**src/rtl/viterbi_acs_unit.sv**
```systemverilog
`default_nettype none
// ============================================================================
// Module      : viterbi_acs_unit
// Description : Captures eight received 2-bit symbol pairs and steps them
//               through a 4-state K=3 (7/5 octal) rate-1/2 trellis, one pair
//               per cycle.  Each step runs hard-decision branch metrics and
//               add-compare-select, emitting 4 survivor decision bits.  After
//               the last step the best final state and its metric are
//               reported with a one-cycle done pulse.
// Revision    : 1.0 - initial release
// ============================================================================
module viterbi_acs_unit #(
    parameter int PM_W    = 6,
    parameter int PM_INIT = 16
) (
    input  logic            clk,
    input  logic            rst,
    input  logic            start,
    input  logic [1:0]      bit_pair_0,
    input  logic [1:0]      bit_pair_1,
    input  logic [1:0]      bit_pair_2,
    input  logic [1:0]      bit_pair_3,
    input  logic [1:0]      bit_pair_4,
    input  logic [1:0]      bit_pair_5,
    input  logic [1:0]      bit_pair_6,
    input  logic [1:0]      bit_pair_7,
    output logic            busy,
    output logic            dec_valid,
    output logic [2:0]      dec_step,
    output logic [3:0]      dec_bits,
    output logic            done,
    output logic [1:0]      best_state,
    output logic [PM_W-1:0] best_metric
);

    // Saturation ceiling for path metrics, in native and extended widths.
    localparam logic [PM_W-1:0] c_PM_MAX     = {PM_W{1'b1}};
    localparam logic [PM_W+1:0] c_PM_MAX_EXT = {2'b00, {PM_W{1'b1}}};
    localparam logic [PM_W-1:0] c_PM_INIT    = PM_W'(PM_INIT);
    localparam logic [2:0]      c_LAST_STEP  = 3'd7;

    typedef enum logic [1:0] {
        S_IDLE  = 2'd0,
        S_RUN   = 2'd1,
        S_FINAL = 2'd2
    } state_t;

    state_t          r_state;
    logic [2:0]      r_step;
    logic [1:0]      r_pairs [0:7];
    logic [PM_W-1:0] r_pm    [0:3];

    logic            r_busy;
    logic            r_dec_valid;
    logic [2:0]      r_dec_step;
    logic [3:0]      r_dec_bits;
    logic            r_done;
    logic [1:0]      r_best_state;
    logic [PM_W-1:0] r_best_metric;

    logic [1:0]      w_pairs_in [0:7];
    logic [1:0]      w_pair;
    logic [PM_W-1:0] w_npm      [0:3];
    logic [3:0]      w_dec;
    logic [1:0]      w_best_state;
    logic [PM_W-1:0] w_best_metric;

    assign w_pairs_in[0] = bit_pair_0;
    assign w_pairs_in[1] = bit_pair_1;
    assign w_pairs_in[2] = bit_pair_2;
    assign w_pairs_in[3] = bit_pair_3;
    assign w_pairs_in[4] = bit_pair_4;
    assign w_pairs_in[5] = bit_pair_5;
    assign w_pairs_in[6] = bit_pair_6;
    assign w_pairs_in[7] = bit_pair_7;

    // Pair consumed by the current trellis step.
    assign w_pair = r_pairs[r_step];

    // One ACS butterfly half per next state.  Next state ns={u,s1} is reached
    // from predecessors {ns[0],0} and {ns[0],1} with input u=ns[1]; the
    // expected code for the transition is c0=u^s1^s0, c1=u^s0.
    generate
        for (genvar n = 0; n < 4; n++) begin : g_acs
            localparam logic [1:0] c_NS   = 2'(n);
            localparam logic       c_U    = c_NS[1];
            localparam logic [1:0] c_P0   = {c_NS[0], 1'b0};
            localparam logic [1:0] c_P1   = {c_NS[0], 1'b1};
            localparam logic [1:0] c_EXP0 = {c_U ^ c_P0[1] ^ c_P0[0], c_U ^ c_P0[0]};
            localparam logic [1:0] c_EXP1 = {c_U ^ c_P1[1] ^ c_P1[0], c_U ^ c_P1[0]};

            logic [1:0]      w_diff0;
            logic [1:0]      w_diff1;
            logic [1:0]      w_bm0;
            logic [1:0]      w_bm1;
            logic [PM_W+1:0] w_sum0;
            logic [PM_W+1:0] w_sum1;
            logic [PM_W-1:0] w_cand0;
            logic [PM_W-1:0] w_cand1;

            // Hamming distance between received and expected pair.
            assign w_diff0 = w_pair ^ c_EXP0;
            assign w_diff1 = w_pair ^ c_EXP1;
            assign w_bm0   = {1'b0, w_diff0[1]} + {1'b0, w_diff0[0]};
            assign w_bm1   = {1'b0, w_diff1[1]} + {1'b0, w_diff1[0]};

            // Add in extended width, then clamp at the metric ceiling.
            assign w_sum0  = {2'b00, r_pm[c_P0]} + {{PM_W{1'b0}}, w_bm0};
            assign w_sum1  = {2'b00, r_pm[c_P1]} + {{PM_W{1'b0}}, w_bm1};
            assign w_cand0 = (w_sum0 > c_PM_MAX_EXT) ? c_PM_MAX : w_sum0[PM_W-1:0];
            assign w_cand1 = (w_sum1 > c_PM_MAX_EXT) ? c_PM_MAX : w_sum1[PM_W-1:0];

            // Strictly-smaller p1 wins; ties stay with p0.
            assign w_dec[n] = (w_cand1 < w_cand0);
            assign w_npm[n] = w_dec[n] ? w_cand1 : w_cand0;
        end
    endgenerate

    // Minimum over the current path metrics; lowest index wins ties.
    always_comb begin
        w_best_state  = 2'd0;
        w_best_metric = r_pm[0];
        for (int i = 1; i < 4; i++) begin
            if (r_pm[i] < w_best_metric) begin
                w_best_metric = r_pm[i];
                w_best_state  = 2'(i);
            end
        end
    end

    // Block sequencer: capture, eight ACS steps, final best-state report.
    always_ff @(posedge clk) begin
        if (rst) begin
            r_state       <= S_IDLE;
            r_step        <= 3'd0;
            r_busy        <= 1'b0;
            r_dec_valid   <= 1'b0;
            r_dec_step    <= 3'd0;
            r_dec_bits    <= 4'd0;
            r_done        <= 1'b0;
            r_best_state  <= 2'd0;
            r_best_metric <= '0;
            for (int i = 0; i < 8; i++) begin
                r_pairs[i] <= 2'd0;
            end
            for (int i = 0; i < 4; i++) begin
                r_pm[i] <= '0;
            end
        end else begin
            case (r_state)
                S_IDLE: begin
                    r_done <= 1'b0;
                    if (start) begin
                        for (int i = 0; i < 8; i++) begin
                            r_pairs[i] <= w_pairs_in[i];
                        end
                        r_pm[0] <= '0;
                        r_pm[1] <= c_PM_INIT;
                        r_pm[2] <= c_PM_INIT;
                        r_pm[3] <= c_PM_INIT;
                        r_step  <= 3'd0;
                        r_busy  <= 1'b1;
                        r_state <= S_RUN;
                    end
                end

                S_RUN: begin
                    for (int i = 0; i < 4; i++) begin
                        r_pm[i] <= w_npm[i];
                    end
                    r_dec_valid <= 1'b1;
                    r_dec_step  <= r_step;
                    r_dec_bits  <= w_dec;
                    r_step      <= r_step + 3'd1;
                    if (r_step == c_LAST_STEP) begin
                        r_state <= S_FINAL;
                    end
                end

                S_FINAL: begin
                    r_dec_valid   <= 1'b0;
                    r_best_state  <= w_best_state;
                    r_best_metric <= w_best_metric;
                    r_done        <= 1'b1;
                    r_busy        <= 1'b0;
                    r_state       <= S_IDLE;
                end

                default: begin
                    r_state <= S_IDLE;
                end
            endcase
        end
    end

    assign busy        = r_busy;
    assign dec_valid   = r_dec_valid;
    assign dec_step    = r_dec_step;
    assign dec_bits    = r_dec_bits;
    assign done        = r_done;
    assign best_state  = r_best_state;
    assign best_metric = r_best_metric;

endmodule
`default_nettype wire

```
**config.mk**
```make
export PLATFORM = sky130hd
export DESIGN_NAME = viterbi_acs_unit
export DESIGN_NICKNAME = d
export VERILOG_FILES = /design/src/rtl/viterbi_acs_unit.sv
export SDC_FILE = /design/constraint.sdc
export NUM_CORES = 1
export LEC_CHECK = 0
export CAP_MARGIN = 25
export CORE_MARGIN = 2
export CORE_UTILIZATION = 37
export DETAILED_ROUTE_END_ITERATION = 8
export GPL_TIMING_DRIVEN = 0
export PLACE_DENSITY = 0.55
export SYNTH_ARGS = -nofsm -noshare
export SYNTH_HDL_FRONTEND = slang
export SYNTH_SLANG_ARGS = --single-unit
```
**constraint.sdc**
```tcl
create_clock -name clk -period 8.7 [get_ports clk]
set_input_delay 1.74 -clock clk [delete_from_list [all_inputs] [get_ports clk]]
set_output_delay 1.74 -clock clk [all_outputs]
set_load 0.01 [all_outputs]
```
==> results of run 1 <==
-- logic make-up after synthesis --
group | synth area share, %
AO/OA/AOI/OAI | 20.5
XOR/XNOR | 2.47
adder cells (fa/ha/maj) | 14.1
buffers and inverters | 5.32
flip-flops | 31.3
multiplexers | 8.85
AND/OR/NAND/NOR | 17.5
-- cell usage in the layout, fill, tap and decap left out, drive strengths merged, types with 6 or more instances in the layout --
master         Yosys  final
a211oi            11     11
a21o              12     12
a21oi             23     23
a311oi             7      7
and2              15     15
buf               21     21
clkbuf            17     29
clkdlybuf4s50      0     36
dfxtp             32     32
edfxtp            34     34
ha                60     60
inv               25     27
mux2               8      8
mux2i             29     29
nand2             35     35
nand2b            13     13
nand3             16     16
nand4              6      6
nor2              55     55
nor2b             16     16
nor3               8      8
o211ai             8      8
o21ai             37     37
o31ai             12     12
or3b               6      6
xnor2              6      6
xor2               9      9
-- final timing paths --
check                                start                     endpoint  slack, ns  cells past startpoint
setup reg to reg  r_pm[0][5]$_SDFFCE_PN0P_  best_metric[3]$_SDFFE_PP0P_       2.85                     24
setup / recovery  r_pm[0][5]$_SDFFCE_PN0P_  best_metric[3]$_SDFFE_PP0P_       2.85                     24
hold reg to reg          done$_SDFFE_PP0P_            done$_SDFFE_PP0P_       0.49                      2
hold / removal           done$_SDFFE_PP0P_            done$_SDFFE_PP0P_       0.49                      2
-- power by group through the flow --
| stage | Sequential (mW) | Clock, mW | Combinational, mW |
|---|---|---|---|
| floorplan | 0.377 | 0 | 0.491 |
| global placement | 0.381 | 0 | 0.636 |
| detailed placement | 0.382 | 0 | 0.648 |
| CTS | 0.375 | 0.359 | 0.654 |
| global route | 0.378 | 0.373 | 0.735 |
| finish | 0.375 | 0.353 | 0.655 |
-- cell type report --
cell class                      count  area share [%]
Buffer                             38            3.05
Timing Repair Buffer               36            5.82
Multi-Input combinational cell    451            54.5
Clock inverter                      4           0.364
Tap cell                          180            3.64
Clock buffer                       12            4.32
Sequential cell                    66            26.8
Inverter                           25            1.52
-- worst max-delay path, cell delays in order, from the launching register on --
cell and delay [ns]:
edfxtp_1 0.33, clkbuf_1 0.35, inv_1 0.12, ha_1 0.35
nand2_1 0.08, o21ai_0 0.33, a21o_1 0.12, buf_2 0.21
mux2i_1 0.33, ha_1 0.32, a211oi_2 0.21, o21bai_1 0.14
nor2_1 0.41, nor2_1 0.12, buf_4 0.20, o21ai_0 0.19
ha_1 0.28, a211oi_1 0.21, nor2_1 0.10, nor4_1 0.33
o311ai_1 0.18, and3_2 0.26, buf_6 0.15, nand2b_1 0.14
a311oi_1 0.29
-- sequential cells by signal, indices dropped and copies added (netlist names), 2 cells and up, named ones only --
name	cells
best_metric	6
best_state	2
dec_bits	4
dec_step	3
r_pairs	16
r_pm	24
r_state	2
r_step	3
-- metrics by stage --
stage / cell area, µm² / util (%)
finish: 6190 / 44.4
CTS: 6190 / 44.4
floorplan: 5320 / -
global route: 6190 / 44.4
detailed placement: 5900 / 42.4
global placement: 5900 / 42.4
-- routing by layer --
metal / global-route usage [%] / share of wire [%] / wire length, µm
met1: 27.5 / 49 / 6810
met2: 31.0 / 46 / 6390
met3: 3.57 / 3.7 / 518
met4: 5.61 / 1.9 / 268
met5: 0 / 0 / 0
==> results.cfg, run 1 <==
[min_path]
hold_class = reg -> reg

[clock_network]
cts_resized = 0
ctsLongestPathBuffers = 2
postCtsSetupRepairBufs = 0
htree_levels = 3
cts_tree = done
ctsHoldBuffers = 0
cts_made_buffers = 9
cts.clk_slew.worst_paths_ns = 0.06
worstSkewPairLatency_ns = 0.34
cts_sinks = 66
cts_root_buf = clkbuf_16

[sta]
min_period_ns = 5.85
whs_ns = 0.489
rsz0062_at_grt = false
setup_violations = 0
finalHoldViolCount = 0
skew_ns = 0.00940
setup_tns_ns = 0
worstMarginPinSlew_ns = 0.684
setup_slack_ns = 2.85
relSlewSlack_pct = 53.1
report.final.slew_viol_count = 0
period_share_pct = 67.2
max_clock_freq_ghz = 0.171

[power]
power_density_nw_per_um2 = 223
power_leakage_nw = 2.55
p_int_uw = 847
fin_total_pwr_mw = 1.38
seq_power_share_pct = 27.1
p_sw_share_pct = 38.8
pwr-share-comb_pct = 47.4
switchingPower_uw = 536
p_clk_share_pct = 25.5
ir_worst_vdd_uv = 210

[grt]
antenna_found_initial = 0
grt_pass1_wl_mm = 22.9
overflow = 0
grt_max_degree = 17
grt_usage_pct = 19.7
grt_pass1_vias = 4383

[critical_path]
worstSetupPathType = reg -> reg
cp_max_fo = 10
cp-end-kind = flip-flop
arrival_ns = 6.08
critPathLaunchType = flip-flop
required_ns = 8.93

[placed_design]
place_ws_ns = 2.96
dp_hpwl_mm = 11.1
dp_cells = 796
gp_congestion = 0.928
portBuffers = 36

[die]
fp.dieW_um = 124
dieArea_um2 = 15300
die_y_um = 124
ioPinCount = 37
fp.coreArea_um2 = 13900
start_util_pct = 38.2
num_rows = 43

[logic_synthesis]
synth.top_cell.area_share_pct = 19.2
ys_top_cells_by_count = ha_1 (60), nor2_1 (55), nand2_1 (35)
synth_area_um2 = 5320
synth_enable_flop_cells = 34
synth_ff_type = edfxtp_1
synth_top_cell_by_area = edfxtp_1
avgSynthCellArea_um2 = 9.17
yosys_warnings = 0
synth_seq_cells = 66
yosysMostFrequentCell = ha_1
syn_inst = 580
syn-num-nets = 659
synth_area_leaders = edfxtp_1 (19%), ha_1 (14%), dfxtp_1 (12%), mux2i_1 (5.5%), nor2_1 (3.9%)
ys_types = 67
synthArstFlopShare_pct = 0
seq_area_frac_synth_pct = 31.3

[drt]
drc = 0
ant_nets = 0
vias_per_cell = 5.46
drtIter0Drc = 255
vias = 4430
totalWireLength_mm = 14.0
avgRoutedWirePerCell_um = 17.2
first_pass_iters = 5

[final_layout]
multi_input_area_um2 = 3370
drive_gt1_share_pct = 10.8
regArea_um2 = 1660
stdcell_count = 812
antenna_cells = 0
n_fill_cell = 1367
nNetsFinal = 706
area_delta_synth_final_pct = 16.5

[status]
status = complete, no violations

[run]
cap_violations = 0
No activity file was read; power rests on OpenSTA's default activity.
==> run 2, diff against run 1 <==
Settings changed: PLACE_DENSITY 0.55 to 0.57.
Clock period 8.7 ns to 5.35 ns, I/O delays scaled along.
==> run 2 against run 1 <==
  * Sequential share of layout area shrank 0.53 points
  * Global-route usage shrank 0.25 points
  * Worst hold slack is essentially flat
  * First-iteration DRC count shrank 12%
  * Total power grew 69%
  * Clock skew shrank 0.0059 ns
  * Clock power grew 78%
  * Sequential power grew 64%
  * Maximum frequency grew 18%
  * Largest cell class unchanged
  * Count of clock-buffer cells in the layout shrank 1
  * Utilization grew 0.90 points
==> results.cfg, run 2 (synthesis results as in run 1) <==
[sta]
skew_ns = 0.00350
worstMarginPinSlew_ns = 0.702
setup_tns_ns = 0
relSlewSlack_pct = 53.2
max_clock_freq_ghz = 0.201
period_share_pct = 92.8
min_period_ns = 4.97
finalHoldViolCount = 0
setup_violations = 0
report.final.slew_viol_count = 0
setup_slack_ns = 0.383
whs_ns = 0.488

[final_layout]
drive_gt1_share_pct = 13.4
area_delta_synth_final_pct = 18.8
regArea_um2 = 1660
layout_common_cells = ha_1 (60), nor2_1 (53), clkdlybuf4s50_1 (36), nand2_1 (35), edfxtp_1 (34)
regMostFlops = r_pm
final_util_pct = 45.3
n_fill_cell = 1346
layout_commonest_cell = ha_1
antenna_cells = 0
multi_input_area_um2 = 3430
largest_register_ffs = 24
nNetsFinal = 709

[power]
fin_total_pwr_mw = 2.34
switchingPower_uw = 897
ir_worst_vdd_uv = 238
p_int_mw = 1.44
p_sw_share_pct = 38.4
power_leakage_nw = 2.60
seq_power_share_pct = 26.3
pwr-share-comb_pct = 46.8
power_density_nw_per_um2 = 370
p_clk_share_pct = 26.9

[die]
dieArea_um2 = 15300
num_rows = 43
fp.coreArea_um2 = 13900
ioPinCount = 37
die_y_um = 124
start_util_pct = 38.2
fp.dieW_um = 124

[critical_path]
critPathBufInv = 2
critPathMaxStageDelay_ns = 0.57
cp_max_fo = 8
critPathTopFamily = multiplexers
cp-end-kind = flip-flop
required_ns = 5.58
worstSetupPathType = reg -> reg
cp_cell_sequence = mux4_2 -> mux2i_2 -> inv_1 -> ha_1 -> xor2_1 -> ha_1 -> a21oi_2 -> o21ai_0 -> mux2i_1 -> inv_1 -> ha_1 -> a21oi_1 -> nor2b_1 -> o21ai_0 -> nand2_1 -> a31oi_4 -> mux2_2 -> a221o_1
arrival_ns = 5.19
cp_common_cell = ha_1
crit_slowest_cell = mux4_2
critPathLaunchType = flip-flop

[clock_network]
htree_levels = 3
cts_sinks = 66
worstSkewPairLatency_ns = 0.34
cts_tree = done
cts_root_buf = clkbuf_16
ctsHoldBuffers = 0
ctsLongestPathBuffers = 2
cts.clk_slew.worst_paths_ns = 0.06
cts_made_buffers = 9

[grt]
grt_usage_pct = 19.4
antenna_found_initial = 0
overflow = 0
grt_max_degree = 17
grt_pass1_wl_mm = 22.7
grt_pass1_vias = 4401

[placed_design]
portBuffers = 36
place_ws_ns = -0.223
dp_hpwl_mm = 10.8
gp_congestion = 0.875

[drt]
drc = 0
vias_per_cell = 5.52
avgRoutedWirePerCell_um = 17.2
first_pass_iters = 5
drtIter0Drc = 224
ant_nets = 0
vias = 4497
totalWireLength_mm = 14.0

[status]
status = complete, no violations

[min_path]
hold_class = reg -> reg

[run]
cap_violations = 0
run 2: changes by cell type in the layout (fill, tap and decap cells not counted), sizes merged:
cell	before	now
buf	21	26
clkbuf	29	26
bufinv	0	1
clkinvlp	0	1
inv	27	26
run 2: final timing paths:
path                                                from                        to  slack, ns  depth (start not counted)
worst max register to register                 flip-flop   r_pm[2][4]$_SDFFE_PP1P_       0.38                         18
worst max-delay path                           flip-flop   r_pm[2][4]$_SDFFE_PP1P_       0.38                         18
worst min-delay path            dec_bits[0]$_SDFFE_PP0P_  dec_bits[0]$_SDFFE_PP0P_       0.49                          2
worst min register to register  dec_bits[0]$_SDFFE_PP0P_  dec_bits[0]$_SDFFE_PP0P_       0.49                          2
run 2: area by class of cell:
cell class | count | share of cell area (%)
buffer | 34 | 2.83
clock buffer | 11 | 4.02
clock inverter | 5 | 0.951
inverter | 25 | 1.49
multi-input combinational | 451 | 54.3
sequential | 66 | 26.3
tap | 180 | 3.57
timing repair buffer | 43 | 6.54
run 2: tightest hold or removal path, delay by kind of cell, from the launching register on:
family / cells / cell delay (ns)
DFF: 1 / 0.31
and+or+nand+nor: 1 / 0.06
AOI/OAI and AO/OA: 1 / 0.07
run 2: power by group through the flow:
stage	Sequential (mW)	Clock (mW)	Combinational (mW)
2_1_floorplan	0.613	0	0.799
3_3_place_gp	0.619	0	1.02
3_5_place_dp	0.620	0	1.05
4_1_cts	0.615	0.638	1.05
5_1_grt	0.619	0.655	1.22
6_report	0.615	0.628	1.09
run 2: what timing repair did:
action	in CTS	in global routing
endpoints found under the setup margin	7	10
gates resized for setup	1	15
buffers inserted	3	4
pin swaps	0	0
run 2: per-stage QoR:
step	instances	instance area, µm²
6_report	815	6320
5_1_grt	815	6320
4_1_cts	811	6230
3_5_place_dp	796	5900
3_3_place_gp	796	5900
2_1_floorplan	580	5320
run 2: metal layers:
metal	global-route usage, %	vias to the layer above	wire length (µm)
met1	26.7	2150	6720
met3	3.11	24	488
met2	30.4	89	6520
li1	-	2234	-
met5	0	-	0
met4	7.81	0	298
==> run 3, diff against run 2 <==
Settings changed: PLACE_DENSITY 0.57 to 0.55, SKIP_LAST_GASP from default to 1.
Clock period 5.35 ns to 5.7 ns, I/O delays scaled along.
==> run 3 against run 2 <==
  * Final area shrank 0.36%
  * Total power shrank 8.1%
  * Clock power shrank 14%
  * Count of clock-buffer cells in the layout grew 1
  * Global-route usage grew 0.26 points
  * Wire length grew 0.46%
  * Flip-flop and latch count is the same
  * Worst hold slack is essentially flat
  * Utilization shrank 0.16 points
  * Largest power group unchanged
==> results.cfg, run 3 (synthesis results as in run 1) <==
[status]
status = complete, no violations

[min_path]
min_from = done$_SDFFE_PP0P_
hold_depth = 2
hold_class = reg -> reg
min_to = done$_SDFFE_PP0P_

[final_layout]
antenna_cells = 0
area_delta_synth_final_pct = 18.4
largest_register_ffs = 24
layout_commonest_cell = ha_1
regMostFlops = r_pm
drive_gt1_share_pct = 13.3
nNetsFinal = 712
final_util_pct = 45.2
layout_common_cells = ha_1 (60), nor2_1 (53), clkdlybuf4s50_1 (36), nand2_1 (35), edfxtp_1 (34)

[grt]
grt_pass1_wl_mm = 22.9
antenna_found_initial = 0
grt_usage_pct = 19.7
grt_max_degree = 17
grt_pass1_vias = 4384
overflow = 0

[drt]
vias_per_cell = 5.49
totalWireLength_mm = 14.1
vias = 4493
drtIter0Drc = 241
first_pass_iters = 5
drc = 0
avgRoutedWirePerCell_um = 17.2
ant_nets = 0

[placed_design]
portBuffers = 36
gp_congestion = 0.928
dp_hpwl_mm = 11.1
place_ws_ns = -0.0448

[power]
switchingPower_uw = 834
fin_total_pwr_mw = 2.15
power_density_nw_per_um2 = 341
p_clk_share_pct = 25.0
p_int_mw = 1.31
p_sw_share_pct = 38.9
power_leakage_nw = 2.60
pwr-share-comb_pct = 48.0
ir_worst_vdd_uv = 324
seq_power_share_pct = 27.0

[critical_path]
cp_max_fo = 10
cp-end-kind = flip-flop
critPathLaunch = r_pm[0][3]$_SDFFCE_PN0P_
required_ns = 5.94
worstSetupPathType = reg -> reg
r2r_start = r_pm[0][3]$_SDFFCE_PN0P_
arrival_ns = 5.51
r2r-end = best_metric[2]$_SDFFE_PP0P_
critPathLaunchType = flip-flop
reg2reg_slack_ns = 0.43
reg2regPathDepth = 24

[sta]
setup_slack_ns = 0.429
skew_ns = 0.00907
setup_violations = 0
max_clock_freq_ghz = 0.190
min_period_ns = 5.27
relSlewSlack_pct = 53.5
finalHoldViolCount = 0
rsz0062_at_grt = true
setup_tns_ns = 0
period_share_pct = 92.5
report.final.slew_viol_count = 0
worstMarginPinSlew_ns = 0.679

[clock_network]
cts_made_buffers = 9
cts_root_buf = clkbuf_16
ctsHoldBuffers = 0
worstSkewPairLatency_ns = 0.34
cts_sinks = 66
cts.clk_slew.worst_paths_ns = 0.06
cts_tree = done
htree_levels = 3
ctsLongestPathBuffers = 2

[die]
num_rows = 43
fp.dieW_um = 124
die_y_um = 124
fp.coreArea_um2 = 13900
dieArea_um2 = 15300
ioPinCount = 37
start_util_pct = 38.2

[run]
cap_violations = 0
[run 3: power by group through the flow]
| stage | clock network [mW] | logic, mW | registers (mW) |
|---|---|---|---|
| 3_3_place_gp | 0 | 0.971 | 0.582 |
| 3_5_place_dp | 0 | 0.990 | 0.583 |
| 4_1_cts | 0.549 | 0.998 | 0.575 |
| 2_1_floorplan | 0 | 0.750 | 0.575 |
| 5_1_grt | 0.569 | 1.15 | 0.584 |
| 6_report | 0.537 | 1.03 | 0.580 |
[run 3: worst max-delay path by stage]
stage / endpoint / depth (start not counted)
finish: best_metric[2]$_SDFFE_PP0P_ / 24
global route: best_metric[4]$_SDFFE_PP0P_ / 24
CTS: best_metric[3]$_SDFFE_PP0P_ / 25
detailed placement: best_metric[3]$_SDFFE_PP0P_ / 24
global placement: best_metric[3]$_SDFFE_PP0P_ / 24
floorplan: best_metric[3]$_SDFFE_PP0P_ / 24
[run 3: repair_timing]
item | in CTS | in global routing
resized for setup | 1 | 9
pin swaps | 0 | 1
setup endpoints to repair | 3 | 7
setup buffers | 0 | 10
endpoints found under the hold margin | 0 | 0
[run 3: metal layers]
layer	part of all wire [%]	track usage, %
met4	1.8	5.61
met1	49	27.6
met5	0	0
met2	46	31.0
met3	3.1	3.57
[run 3: stage by stage]
step,cells,hold WS [ns],instance area (µm²)
2_1_floorplan,580,0.462,5320
3_3_place_gp,796,0.479,5900
3_5_place_dp,796,0.481,5900
4_1_cts,811,0.494,6190
5_1_grt,818,0.517,6290
6_report,818,0.489,6290
[run 3: cell type report]
type	instances	area, µm²
Fill cell	1366	7640
Multi-Input combinational cell	451	3410
Sequential cell	66	1660
Timing Repair Buffer	46	435
Clock buffer	12	268
Tap cell	180	225
Buffer	34	176
Inverter	25	93.8
Clock inverter	4	22.5
[run 3: critical path, stage by stage (launching register included)]
cell and delay (ns):
edfxtp_1 0.47, inv_1 0.11, ha_1 0.30, a21oi_1 0.22, o21ai_2 0.10, a21o_1 0.16, clkbuf_4 0.19, mux2i_4 0.21
ha_1 0.32, a211oi_2 0.21, o21bai_1 0.15, nor3_1 0.16, o21a_2 0.21, nor2_1 0.08, buf_4 0.19, o21ai_0 0.19
ha_1 0.28, a211oi_1 0.21, nor2_1 0.11, nor4_2 0.34, o311ai_1 0.15, and3_2 0.25, buf_6 0.15, nand2b_1 0.14
a311oi_1 0.26
